$ cat src/rtl/serial_sub_ctrl.sv
// Bit-serial subtractor: one full-subtractor cell, LSB first, WIDTH cycles.
// Define SERIAL_SUB_FLAGS_EN to add the registered zero/lt result flags.
module serial_sub_ctrl #(
    parameter int WIDTH = 8
) (
    input  logic             clk,
    input  logic             rst_n,
    input  logic             start,
    input  logic [WIDTH-1:0] a,
    input  logic [WIDTH-1:0] b,
    output logic             busy,
    output logic             done,
    output logic [WIDTH-1:0] diff,
    output logic             bout
`ifdef SERIAL_SUB_FLAGS_EN
    ,
    output logic             zero,
    output logic             lt
`endif
);

    localparam int CW = (WIDTH > 1) ? $clog2(WIDTH) : 1;
    localparam logic [CW-1:0] CNT_LAST = CW'(WIDTH - 1);

    typedef enum logic [1:0] {
        IDLE = 2'd0,
        RUN  = 2'd1,
        DONE = 2'd2
    } state_t;

    state_t state;
    state_t state_n;

    logic [WIDTH-1:0] ra;
    logic [WIDTH-1:0] rb;
    logic [WIDTH-1:0] rd;
    logic [CW-1:0]    cnt;
    logic             brw;

    logic             accept;
    logic             step;
    logic             last;
    logic             a0;
    logic             b0;
    logic             d;
    logic             brw_n;
    logic [WIDTH-1:0] rd_n;

    assign a0    = ra[0];
    assign b0    = rb[0];
    assign d     = a0 ^ b0 ^ brw;
    assign brw_n = (~a0 & b0) | (~(a0 ^ b0) & brw);
    assign rd_n  = {d, rd[WIDTH-1:1]};

    always_ff @(posedge clk) begin
        if (!rst_n) begin
            state <= IDLE;
        end else begin
            state <= state_n;
        end
    end

    always_comb begin
        state_n = state;
        accept  = 1'b0;
        step    = 1'b0;
        last    = 1'b0;
        unique case (state)
            IDLE: begin
                if (start) begin
                    accept  = 1'b1;
                    state_n = RUN;
                end
            end
            RUN: begin
                step = 1'b1;
                if (cnt == CNT_LAST) begin
                    last    = 1'b1;
                    state_n = DONE;
                end
            end
            DONE: begin
                state_n = IDLE;
            end
            default: begin
                state_n = IDLE;
            end
        endcase
    end

    // Counter is cleared on the final bit so it never wraps inside RUN.
    always_ff @(posedge clk) begin
        if (!rst_n) begin
            ra   <= '0;
            rb   <= '0;
            rd   <= '0;
            cnt  <= '0;
            brw  <= 1'b0;
            busy <= 1'b0;
            done <= 1'b0;
        end else begin
            busy <= (state_n == RUN);
            done <= (state_n == DONE);
            if (accept) begin
                ra  <= a;
                rb  <= b;
                brw <= 1'b0;
                cnt <= '0;
            end else if (step) begin
                ra  <= ra >> 1;
                rb  <= rb >> 1;
                rd  <= rd_n;
                brw <= brw_n;
                cnt <= last ? '0 : cnt + 1'b1;
            end
        end
    end

    assign diff = rd;
    assign bout = brw;

`ifdef SERIAL_SUB_FLAGS_EN
    always_ff @(posedge clk) begin
        if (!rst_n) begin
            zero <= 1'b0;
            lt   <= 1'b0;
        end else if (last) begin
            zero <= (rd_n == '0);
            lt   <= brw_n;
        end
    end
`endif

endmodule

$ cat config.mk
export PLATFORM = sky130hd
export DESIGN_NAME = serial_sub_ctrl
export DESIGN_NICKNAME = d
export VERILOG_FILES = /design/src/rtl/serial_sub_ctrl.sv
export SDC_FILE = /design/constraint.sdc
export NUM_CORES = 1
export LEC_CHECK = 0
export ABC_AREA = 1
export BUFFER_PORTS_ARGS = -buffer_cell sky130_fd_sc_hd__buf_2
export CORE_MARGIN = 5
export CORE_UTILIZATION = 47
export CTS_CLUSTER_SIZE = 28
export DETAILED_ROUTE_END_ITERATION = 6
export GPL_TIMING_DRIVEN = 0
export PLACE_DENSITY = 0.73
export REMOVE_ABC_BUFFERS = 1
export SKIP_LAST_GASP = 1
export SYNTH_ARGS = -nofsm -noshare
export SYNTH_HDL_FRONTEND = slang
export SYNTH_SLANG_ARGS = --single-unit
export TNS_END_PERCENT = 5
$ cat constraint.sdc
create_clock -name clk -period 1 [get_ports clk]
set_input_delay 0.1 -clock clk [delete_from_list [all_inputs] [get_ports clk]]
set_output_delay 0.1 -clock clk [all_outputs]
set_load 0.03 [all_outputs]
==> run_summary.xml, run 1 <==
<?xml version="1.0" encoding="UTF-8"?>
<metrics>
  <group name="outcome">
    <metric name="status" unit="">finished, violations left</metric>
    <metric name="failed_checks" unit="">setup timing</metric>
  </group>
  <group name="routing">
    <metric name="route.vias.total" unit="">1340</metric>
    <metric name="route.detailed.drc" unit="">0</metric>
    <metric name="drt_iter0_drc" unit="">62</metric>
    <metric name="avgRoutedWirePerCell" unit="um">12.0</metric>
    <metric name="viasPerCell" unit="">4.91</metric>
    <metric name="ant_nets" unit="">0</metric>
    <metric name="detail_route.first_pass.iterations" unit="">4</metric>
    <metric name="drt-total-wl" unit="um">3290</metric>
  </group>
  <group name="logic_synthesis">
    <metric name="post_synth_inst_count" unit="">197</metric>
    <metric name="synth.distinct_cells" unit="">21</metric>
    <metric name="synth-warning-count" unit="">0</metric>
    <metric name="asyncSetResetFlopFracSynth" unit="%">0</metric>
    <metric name="yosys.cell_count.top_type" unit="">sky130_fd_sc_hd__nor2_1</metric>
    <metric name="synthFlopType" unit="">sky130_fd_sc_hd__dfxtp_1</metric>
    <metric name="netlist.top_cell.by_area" unit="">sky130_fd_sc_hd__dfxtp_1</metric>
    <metric name="synth_common_cells" unit="">sky130_fd_sc_hd__nor2_1, sky130_fd_sc_hd__nand2_1, sky130_fd_sc_hd__dfxtp_1, sky130_fd_sc_hd__nand3_1, sky130_fd_sc_hd__inv_1</metric>
    <metric name="number_of_enable_flip_flop_cells_after_synthesis" unit="">0</metric>
    <metric name="synth.yosys.seq_area_share" unit="%">45.8</metric>
    <metric name="share_of_the_synthesized_area_in_the_top_cell_type" unit="%">45.8</metric>
    <metric name="netlist_area" unit="sq um">1400</metric>
    <metric name="avgSynthCellArea" unit="sq um">7.11</metric>
    <metric name="ys_seq_elements" unit="">32</metric>
    <metric name="yosys-top-cells-area" unit="">sky130_fd_sc_hd__dfxtp_1, sky130_fd_sc_hd__nor2_1, sky130_fd_sc_hd__nand2_1</metric>
  </group>
  <group name="layout">
    <metric name="antennaDiodeCount" unit="">0</metric>
    <metric name="final_nets" unit="">264</metric>
    <metric name="syn_to_final_growth" unit="%">31.5</metric>
    <metric name="final_layout_size_suffix_gt1_share" unit="%">28.1</metric>
    <metric name="final_core_utilization" unit="%">65.6</metric>
    <metric name="instances_no_fill" unit="">273</metric>
    <metric name="num-fill-cells" unit="">245</metric>
  </group>
  <group name="clock_tree">
    <metric name="worst_setup_hold_path_clk_slew" unit="ps">90</metric>
    <metric name="total_clock_buffers_created_by_cts" unit="">5</metric>
    <metric name="clock_tree.buffer_depth" unit="">2</metric>
    <metric name="root_buffer" unit="">sky130_fd_sc_hd__clkbuf_4</metric>
    <metric name="h-tree-depth" unit="">2</metric>
    <metric name="clock_insertion_delay_worst_skew" unit="ps">330</metric>
    <metric name="post_cts_hold_buffer_count" unit="">0</metric>
    <metric name="clock_sink_count" unit="">32</metric>
    <metric name="cts_tree" unit="">yes</metric>
  </group>
  <group name="setup_path">
    <metric name="class_of_the_most_critical_setup_path" unit="">flip-flop to flip-flop</metric>
    <metric name="crit_path_start_kind" unit="">flip-flop</metric>
    <metric name="critical_path.top_delay_family" unit="">flip-flops</metric>
    <metric name="worstPathMaxFanout" unit="">4</metric>
    <metric name="crit_slowest_cell" unit="">sky130_fd_sc_hd__dfxtp_4</metric>
    <metric name="timing.critical_path.arrival" unit="ps">1300</metric>
    <metric name="worst_setup_path_end_kind" unit="">flip-flop</metric>
    <metric name="worstPathCellList" unit="">buf_12 -&gt; buf_4 -&gt; nor2_4 -&gt; inv_2 -&gt; nand2_4 -&gt; a21oi_1</metric>
    <metric name="critical_path_required" unit="ps">1220</metric>
    <metric name="max_stage_delay" unit="ps">380</metric>
    <metric name="crit_buf_inv" unit="">3</metric>
  </group>
  <group name="sta">
    <metric name="max_slew_margin" unit="%">66.3</metric>
    <metric name="fin_crit_sh" unit="%">108</metric>
    <metric name="setup_viol" unit="">26</metric>
    <metric name="max_freq" unit="MHz">928</metric>
    <metric name="fin_hold_ws" unit="ps">19.5</metric>
    <metric name="grt_setup_unrepaired" unit="">true</metric>
    <metric name="timing.clock.skew" unit="ps">8.91</metric>
    <metric name="post-route-min-period" unit="ps">1080</metric>
    <metric name="fin_ws" unit="ps">-77.9</metric>
    <metric name="worst_slew_pin_slew" unit="ps">503</metric>
    <metric name="hold_viol" unit="">0</metric>
    <metric name="report.final.slew_viol_count" unit="">0</metric>
  </group>
  <group name="place">
    <metric name="placed_cells_incl_taps" unit="">249</metric>
    <metric name="placement.io_buffers" unit="">29</metric>
    <metric name="place_hpwl" unit="um">1830</metric>
    <metric name="finalWeightedCongestion" unit="">0.757</metric>
  </group>
  <group name="hold_path">
    <metric name="min-delay-path-class" unit="">input port to flip-flop</metric>
  </group>
  <group name="global_routing">
    <metric name="grt_remaining_overflow" unit="">0</metric>
    <metric name="grt_usage" unit="%">15.2</metric>
    <metric name="grt_pass1_vias" unit="">1149</metric>
    <metric name="grt_first_pass_wirelength" unit="um">4900</metric>
    <metric name="grt_start_max_net_pins" unit="">20</metric>
    <metric name="initial_antenna_violation_count" unit="">0</metric>
  </group>
  <group name="floorplan">
    <metric name="chipWidth" unit="um">64.6</metric>
    <metric name="rows" unit="">19</metric>
    <metric name="ios" unit="">30</metric>
    <metric name="core_area" unit="sq um">2810</metric>
    <metric name="initial_util" unit="%">49.9</metric>
    <metric name="fp.dieH" unit="um">64.6</metric>
    <metric name="floorplan.die_area" unit="sq um">4170</metric>
  </group>
  <group name="pwr">
    <metric name="p_leak" unit="uW">0.000864</metric>
    <metric name="totalPowerFinal" unit="uW">2640</metric>
    <metric name="ir_worst_vdd" unit="uV">914</metric>
    <metric name="power_per_cell_area" unit="nW/um^2">1440</metric>
  </group>
  <group name="run">
    <metric name="max_cap_violations" unit="">0</metric>
  </group>
</metrics>
## layer usage
layer | up-vias | global-route usage (%) | share of wire (%)
met5 | - | 0 | 0
met4 | 0 | 6.33 | 2.8
met3 | 8 | 5.70 | 4.6
met2 | 31 | 25.3 | 48
met1 | 595 | 17.7 | 45
li1 | 706 | - | -
## sequential cells by signal, summed over array words and instances (netlist names)
register / cells
diff: 8
ra: 8
rb: 8
cnt: 3
state: 2
bout: 1
busy: 1
done: 1
## kinds of logic (layout without fill, tap and decap cells)
| logic type | count (synthesis) | after routing | synth area share, % |
|---|---|---|---|
| flip-flops | 32 | 32 | 45.8 |
| AND/OR/NAND/NOR | 118 | 121 | 35.7 |
| buffers and inverters | 27 | 69 | 9.20 |
| adder cells (fa/ha/maj) | 3 | 3 | 3.22 |
| AO/OA/AOI/OAI | 17 | 17 | 6.08 |
## final timing paths
check | slack (ps) | from | cells after the start | to
setup / recovery | -80 | state[0] | 6 | bout
hold reg to reg | 470 | cnt[1] | 2 | cnt[1]
hold / removal | 20 | b[7] | 3 | rb[7]
setup reg to reg | -80 | state[0] | 6 | bout
## where the power goes
part | leakage [uW] | internal (uW) | switching [uW]
logic | 0.000572 | 239 | 337
registers | 0.000264 | 1350 | 46.0
clock network | 0.0000281 | 259 | 411
total | 0.000864 | 1850 | 794
## through the flow
stage          area, sq um  worst slack, ps  setup TNS [ps]
6_report              1840            -77.9           -1350
5_1_grt               1840             -136           -2980
4_1_cts               1750            -74.1           -1150
3_5_place_dp          1530             -396           -9530
3_3_place_gp          1530             -381           -9200
2_1_floorplan         1340             -153           -2290
## cell type report
type / instances / area (sq um) / share of cell area, %
timing repair buffer: 43 / 304 / 16.5
clock inverter: 1 / 5.00 / 0.272
sequential: 32 / 649 / 35.3
tap: 31 / 38.8 / 2.11
multi-input combinational: 141 / 726 / 39.4
clock buffer: 6 / 41.3 / 2.24
inverter: 19 / 76.3 / 4.15
## cells in the final DEF (no fill, tap or decap), types with 2 or more instances in the layout
cell,n
sky130_fd_sc_hd__nor2_4,4
sky130_fd_sc_hd__nand2_1,37
sky130_fd_sc_hd__dfxtp_1,29
sky130_fd_sc_hd__clkbuf_4,5
sky130_fd_sc_hd__nand2_4,3
sky130_fd_sc_hd__dfxtp_4,2
sky130_fd_sc_hd__buf_4,9
sky130_fd_sc_hd__a21oi_1,9
sky130_fd_sc_hd__o21ai_0,8
sky130_fd_sc_hd__ha_1,2
sky130_fd_sc_hd__buf_2,29
sky130_fd_sc_hd__nand2_8,3
sky130_fd_sc_hd__inv_2,3
sky130_fd_sc_hd__nand3_1,21
sky130_fd_sc_hd__nor2_1,49
sky130_fd_sc_hd__buf_12,4
sky130_fd_sc_hd__inv_1,14
## worst min-delay path, cell delays in order
cell                      delay (ps)
sky130_fd_sc_hd__buf_2           100
sky130_fd_sc_hd__nand2_1          50
sky130_fd_sc_hd__a21oi_1          50
## what timing repair did
item                       4_1_cts  5_1_grt
pin swaps                        5        2
cloned                           2        1
setup endpoints to repair       33       37
resized for setup               17        7
setup buffers                   11        3
(Power assumes the default switching activity.)
==> run 2, diff against run 1 <==
Settings changed: CORE_UTILIZATION 47 to 52, PLACE_DENSITY 0.73 to 0.77.
Clock period 1 ns to 1.1 ns, I/O delays scaled along.
==> run_summary.xml, run 2 (synthesis gave the netlist of run 1 again) <==
<?xml version="1.0" encoding="UTF-8"?>
<metrics>
  <group name="floorplan">
    <metric name="initial_util" unit="%">55.5</metric>
    <metric name="fp.dieH" unit="um">61.9</metric>
    <metric name="floorplan.die_area" unit="sq um">3830</metric>
    <metric name="chipWidth" unit="um">61.9</metric>
    <metric name="rows" unit="">18</metric>
    <metric name="core_area" unit="sq um">2520</metric>
    <metric name="ios" unit="">30</metric>
  </group>
  <group name="clock_tree">
    <metric name="clock_insertion_delay_worst_skew" unit="ps">330</metric>
    <metric name="h-tree-depth" unit="">2</metric>
    <metric name="root_buffer" unit="">sky130_fd_sc_hd__clkbuf_4</metric>
    <metric name="clock_tree.buffer_depth" unit="">2</metric>
    <metric name="clock_sink_count" unit="">32</metric>
    <metric name="worst_setup_hold_path_clk_slew" unit="ps">100</metric>
    <metric name="cts_tree" unit="">yes</metric>
    <metric name="total_clock_buffers_created_by_cts" unit="">5</metric>
  </group>
  <group name="setup_path">
    <metric name="crit_slowest_cell" unit="">sky130_fd_sc_hd__dfxtp_4</metric>
    <metric name="crit_buf_inv" unit="">1</metric>
    <metric name="critical_path.startpoint" unit="">state[0]</metric>
    <metric name="worstPathMaxFanout" unit="">12</metric>
    <metric name="max_stage_delay" unit="ps">380</metric>
    <metric name="critical_path_required" unit="ps">1360</metric>
    <metric name="timing.critical_path.arrival" unit="ps">1360</metric>
    <metric name="critical_path.most_common_cell" unit="">sky130_fd_sc_hd__nor2_1</metric>
    <metric name="class_of_the_most_critical_setup_path" unit="">flip-flop to flip-flop</metric>
    <metric name="r2r-start" unit="">state[0]</metric>
    <metric name="crit_path_start_kind" unit="">flip-flop</metric>
    <metric name="worstPathCellList" unit="">buf_12 -&gt; nand2_8 -&gt; nand2_4 -&gt; nor2_2 -&gt; nor2_1 -&gt; nor2_1</metric>
    <metric name="critical_path.top_delay_family" unit="">simple AND/OR/NAND/NOR gates</metric>
    <metric name="worst_setup_path_end_kind" unit="">flip-flop</metric>
  </group>
  <group name="layout">
    <metric name="final_nets" unit="">260</metric>
    <metric name="antennaDiodeCount" unit="">0</metric>
    <metric name="syn_to_final_growth" unit="%">30.0</metric>
    <metric name="final_layout_size_suffix_gt1_share" unit="%">27.2</metric>
    <metric name="num-fill-cells" unit="">208</metric>
    <metric name="final_core_utilization" unit="%">72.2</metric>
    <metric name="final_cell_mix" unit="">sky130_fd_sc_hd__nor2_1, sky130_fd_sc_hd__nand2_1, sky130_fd_sc_hd__dfxtp_1, sky130_fd_sc_hd__buf_2, sky130_fd_sc_hd__nand3_1</metric>
    <metric name="layout_commonest_cell" unit="">sky130_fd_sc_hd__nor2_1</metric>
  </group>
  <group name="global_routing">
    <metric name="initial_antenna_violation_count" unit="">0</metric>
    <metric name="use_met2" unit="%">32.3</metric>
    <metric name="met1_usage" unit="%">23.4</metric>
    <metric name="grt_pass1_vias" unit="">1243</metric>
    <metric name="grt_first_pass_wirelength" unit="um">5410</metric>
    <metric name="grt.met3_usage" unit="%">6.40</metric>
    <metric name="grt_remaining_overflow" unit="">0</metric>
    <metric name="grt_start_max_net_pins" unit="">20</metric>
    <metric name="grt_usage" unit="%">19.4</metric>
    <metric name="grt_most_used_layer" unit="">met2</metric>
  </group>
  <group name="sta">
    <metric name="max_slew_margin" unit="%">65.3</metric>
    <metric name="fin_ws" unit="ps">-0.0362</metric>
    <metric name="setup_viol" unit="">1</metric>
    <metric name="worst_slew_pin_slew" unit="ps">518</metric>
    <metric name="post-route-min-period" unit="ps">1100</metric>
    <metric name="fin_crit_sh" unit="%">100</metric>
    <metric name="hold_viol" unit="">0</metric>
    <metric name="max_freq" unit="MHz">909</metric>
    <metric name="report.final.slew_viol_count" unit="">0</metric>
    <metric name="timing.clock.skew" unit="ps">8.90</metric>
    <metric name="grt_setup_unrepaired" unit="">true</metric>
  </group>
  <group name="routing">
    <metric name="ant_nets" unit="">0</metric>
    <metric name="route.vias.total" unit="">1406</metric>
    <metric name="route.detailed.drc" unit="">0</metric>
    <metric name="drt_iter0_drc" unit="">62</metric>
    <metric name="viasPerCell" unit="">5.23</metric>
    <metric name="avgRoutedWirePerCell" unit="um">13.1</metric>
    <metric name="drt-total-wl" unit="um">3510</metric>
    <metric name="detail_route.first_pass.iterations" unit="">4</metric>
  </group>
  <group name="place">
    <metric name="place_hpwl" unit="um">2080</metric>
    <metric name="finalWeightedCongestion" unit="">0.737</metric>
    <metric name="placement.io_buffers" unit="">29</metric>
  </group>
  <group name="pwr">
    <metric name="totalPowerFinal" unit="uW">2470</metric>
    <metric name="p_leak" unit="uW">0.000848</metric>
    <metric name="power_per_cell_area" unit="nW/um^2">1360</metric>
    <metric name="ir_worst_vdd" unit="uV">1020</metric>
  </group>
  <group name="run">
    <metric name="max_cap_violations" unit="">0</metric>
  </group>
  <group name="outcome">
    <metric name="failed_checks" unit="">setup timing</metric>
    <metric name="status" unit="">finished, violations left</metric>
  </group>
  <group name="hold_path">
    <metric name="min-delay-path-class" unit="">input port to flip-flop</metric>
    <metric name="timing.hold.worst.start" unit="">b[7]</metric>
  </group>
</metrics>
run 2: stage by stage:
step	setup slack (ps)	TNS, ps	hold WS (ps)	cell area, sq um	cells
after floorplan	-53.3	-207	208	1340	189
after global placement	-246	-4540	362	1530	248
after detailed placement	-268	-6270	370	1530	248
after CTS	-5.57	-9.44	10.5	1700	262
after global routing	-66.1	-736	8.44	1820	269
final	-0.0362	-0.0362	28.5	1820	269
run 2: what timing repair did:
action	CTS	global route
buffers inserted	4	6
gates cloned	2	0
hold buffers	0	1
endpoints found under the setup margin	30	21
resized for setup	13	9
pin swaps	3	2
hold endpoints to repair	0	1
run 2: path summary, 6_finish.rpt:
path | cells past startpoint | endpoint | slack [ps]
max | 6 | ra[3] | -0.04
min | 3 | rb[7] | 30
max reg2reg | 6 | ra[3] | -0.04
min reg2reg | 2 | ra[7] | 490
run 2: area by class of cell:
type                    count  area (sq um)  area share (%)
flip-flops and latches     32           649            35.7
multi-input cells         140           708            38.9
repair buffers             40           293            16.1
clock buffers               8          58.8            3.23
well taps                  30          37.5            2.06
inverters                  19          73.8            4.05
run 2: worst min-delay path, cell delays in order:
cell and delay, ps:
sky130_fd_sc_hd__buf_2 90, sky130_fd_sc_hd__nand2_1 50, sky130_fd_sc_hd__a21oi_1 50
run 2: where the power goes:
| part | internal [uW] | switching, uW | leakage, uW | total (uW) |
|---|---|---|---|---|
| clock | 315 | 368 | 0.0000326 | 683 |
| sequential | 1230 | 46.4 | 0.000264 | 1270 |
| combinational | 207 | 305 | 0.000551 | 512 |
| total | 1750 | 720 | 0.000848 | 2470 |
run 2: metal layers:
metal  vias up  routed length [um]
met1       643                1330
met3         4                 274
met2        62                1880
li1        697                   -
met5         -                   0
met4         0                  26
==> run 3, diff against run 2 <==
Settings changed: BUFFER_PORTS_ARGS -buffer_cell sky130_fd_sc_hd__buf_2 to unset, CORE_UTILIZATION 52 to 58, DONT_BUFFER_PORTS set to 1, PLACE_DENSITY 0.77 to 0.74, SLEW_MARGIN set to 20.
==> run_summary.xml, run 3 (synthesis gave the netlist of run 1 again) <==
<?xml version="1.0" encoding="UTF-8"?>
<metrics>
  <group name="setup_path">
    <metric name="timing.critical_path.arrival" unit="ps">1340</metric>
    <metric name="class_of_the_most_critical_setup_path" unit="">flip-flop to flip-flop</metric>
    <metric name="worstPathMaxFanout" unit="">7</metric>
    <metric name="worst_setup_path_end_kind" unit="">flip-flop</metric>
    <metric name="crit_path_start_kind" unit="">flip-flop</metric>
    <metric name="critical_path_required" unit="ps">1320</metric>
  </group>
  <group name="routing">
    <metric name="drt_iter0_drc" unit="">133</metric>
    <metric name="ant_nets" unit="">0</metric>
    <metric name="route.vias.total" unit="">1363</metric>
    <metric name="detail_route.first_pass.iterations" unit="">4</metric>
    <metric name="viasPerCell" unit="">5.50</metric>
    <metric name="avgRoutedWirePerCell" unit="um">15.3</metric>
    <metric name="route.detailed.drc" unit="">0</metric>
    <metric name="drt-total-wl" unit="um">3790</metric>
  </group>
  <group name="sta">
    <metric name="fin_hold_ws" unit="ps">21.3</metric>
    <metric name="post-route-min-period" unit="ps">1120</metric>
    <metric name="max_freq" unit="MHz">896</metric>
    <metric name="hold_viol" unit="">0</metric>
    <metric name="grt_setup_unrepaired" unit="">true</metric>
    <metric name="fin_crit_sh" unit="%">101</metric>
    <metric name="max_slew_margin" unit="%">62.9</metric>
    <metric name="worst_slew_pin_slew" unit="ps">552</metric>
    <metric name="setup_viol" unit="">2</metric>
    <metric name="fin_ws" unit="ps">-15.7</metric>
    <metric name="timing.clock.skew" unit="ps">5.07</metric>
    <metric name="report.final.slew_viol_count" unit="">0</metric>
  </group>
  <group name="global_routing">
    <metric name="grt_pass1_vias" unit="">1141</metric>
    <metric name="grt_first_pass_wirelength" unit="um">5240</metric>
    <metric name="initial_antenna_violation_count" unit="">0</metric>
    <metric name="grt_remaining_overflow" unit="">0</metric>
    <metric name="grt_usage" unit="%">20.2</metric>
    <metric name="grt_start_max_net_pins" unit="">19</metric>
  </group>
  <group name="floorplan">
    <metric name="chipWidth" unit="um">59.1</metric>
    <metric name="initial_util" unit="%">62.1</metric>
    <metric name="rows" unit="">17</metric>
    <metric name="core_area" unit="sq um">2250</metric>
    <metric name="floorplan.die_area" unit="sq um">3500</metric>
    <metric name="fp.dieH" unit="um">59.1</metric>
    <metric name="ios" unit="">30</metric>
  </group>
  <group name="clock_tree">
    <metric name="h-tree-depth" unit="">2</metric>
    <metric name="cts_tree" unit="">yes</metric>
    <metric name="clock_insertion_delay_worst_skew" unit="ps">330</metric>
    <metric name="clock_sink_count" unit="">32</metric>
    <metric name="worst_setup_hold_path_clk_slew" unit="ps">100</metric>
    <metric name="total_clock_buffers_created_by_cts" unit="">5</metric>
    <metric name="clock_tree.buffer_depth" unit="">2</metric>
    <metric name="root_buffer" unit="">sky130_fd_sc_hd__clkbuf_4</metric>
  </group>
  <group name="place">
    <metric name="placement.io_buffers" unit="">0</metric>
    <metric name="dpl_cell_area" unit="sq um">1380</metric>
    <metric name="place_hpwl" unit="um">1890</metric>
    <metric name="finalWeightedCongestion" unit="">0.740</metric>
    <metric name="dp_worst_setup_slack" unit="ps">-293</metric>
  </group>
  <group name="pwr">
    <metric name="p_leak" unit="uW">0.000763</metric>
    <metric name="ir_worst_vdd" unit="uV">1090</metric>
    <metric name="power_per_cell_area" unit="nW/um^2">1460</metric>
  </group>
  <group name="layout">
    <metric name="layout_commonest_cell" unit="">sky130_fd_sc_hd__nor2_1</metric>
    <metric name="syn_to_final_growth" unit="%">28.3</metric>
    <metric name="antennaDiodeCount" unit="">0</metric>
    <metric name="final_cell_mix" unit="">sky130_fd_sc_hd__nor2_1, sky130_fd_sc_hd__nand2_1, sky130_fd_sc_hd__dfxtp_1</metric>
    <metric name="final_layout_size_suffix_gt1_share" unit="%">24.5</metric>
    <metric name="final_nets" unit="">241</metric>
    <metric name="finish.instance_area" unit="sq um">1800</metric>
  </group>
  <group name="hold_path">
    <metric name="min-delay-path-class" unit="">input port to flip-flop</metric>
  </group>
  <group name="outcome">
    <metric name="failed_checks" unit="">setup timing</metric>
    <metric name="status" unit="">finished, violations left</metric>
  </group>
  <group name="run">
    <metric name="max_cap_violations" unit="">0</metric>
  </group>
</metrics>
## run 3: timing repair
| item | CTS | global route |
|---|---|---|
| gates resized for setup | 19 | 22 |
| gates cloned | 1 | 1 |
| hold buffers | 3 | 0 |
| hold endpoints to repair | 16 | 0 |
| endpoints found under the setup margin | 30 | 22 |
| pin swaps | 4 | 10 |
| buffers inserted | 10 | 8 |
## run 3: final cells by class
cell class / instances / area (sq um)
Clock buffer: 6 / 41.3
Inverter: 19 / 78.8
Timing Repair Buffer: 21 / 196
Sequential cell: 32 / 654
Clock inverter: 2 / 35.0
Multi-Input combinational cell: 140 / 756
Fill cell: 150 / 458
Tap cell: 28 / 35.0
## run 3: power by group
part | internal [uW] | switching (uW)
Combinational | 183 | 233
Clock | 476 | 396
Sequential | 1230 | 111
## run 3: stage by stage
| step | TNS [ps] | instances | power, uW | util [%] |
|---|---|---|---|---|
| floorplan | -207 | 189 | 1550 | - |
| global placement | -4740 | 217 | 1600 | 61.1 |
| detailed placement | -6030 | 217 | 1610 | 61.1 |
| CTS | -19.3 | 239 | 2550 | 72.1 |
| global route | -880 | 248 | 2780 | 79.7 |
| finish | -28.2 | 248 | 2630 | 79.7 |
## run 3: final timing paths
| kind | slack (ps) | cells after the start | end | start |
|---|---|---|---|---|
| worst max-delay path | -20 | 6 | cnt[2] | state[1] |
| worst min-delay path | 20 | 4 | rb[2] | b[2] |
| worst max register to register | -20 | 6 | cnt[2] | state[1] |
| worst min register to register | 500 | 2 | cnt[1] | cnt[1] |
## run 3: worst max-delay path: stages (launching register included)
cell,delay (ps)
sky130_fd_sc_hd__dfxtp_4,390
sky130_fd_sc_hd__inv_4,120
sky130_fd_sc_hd__nand2_8,100
sky130_fd_sc_hd__nor2_4,140
sky130_fd_sc_hd__inv_2,70
sky130_fd_sc_hd__nand2_2,110
sky130_fd_sc_hd__a21oi_1,70
## run 3: per-layer routing
layer / global-route usage, % / vias up / routed length (um)
met5: 0 / - / 0
met4: 5.83 / 0 / 80
met3: 8.06 / 8 / 286
met2: 34.5 / 54 / 1920
met1: 23.2 / 640 / 1510
li1: - / 661 / -
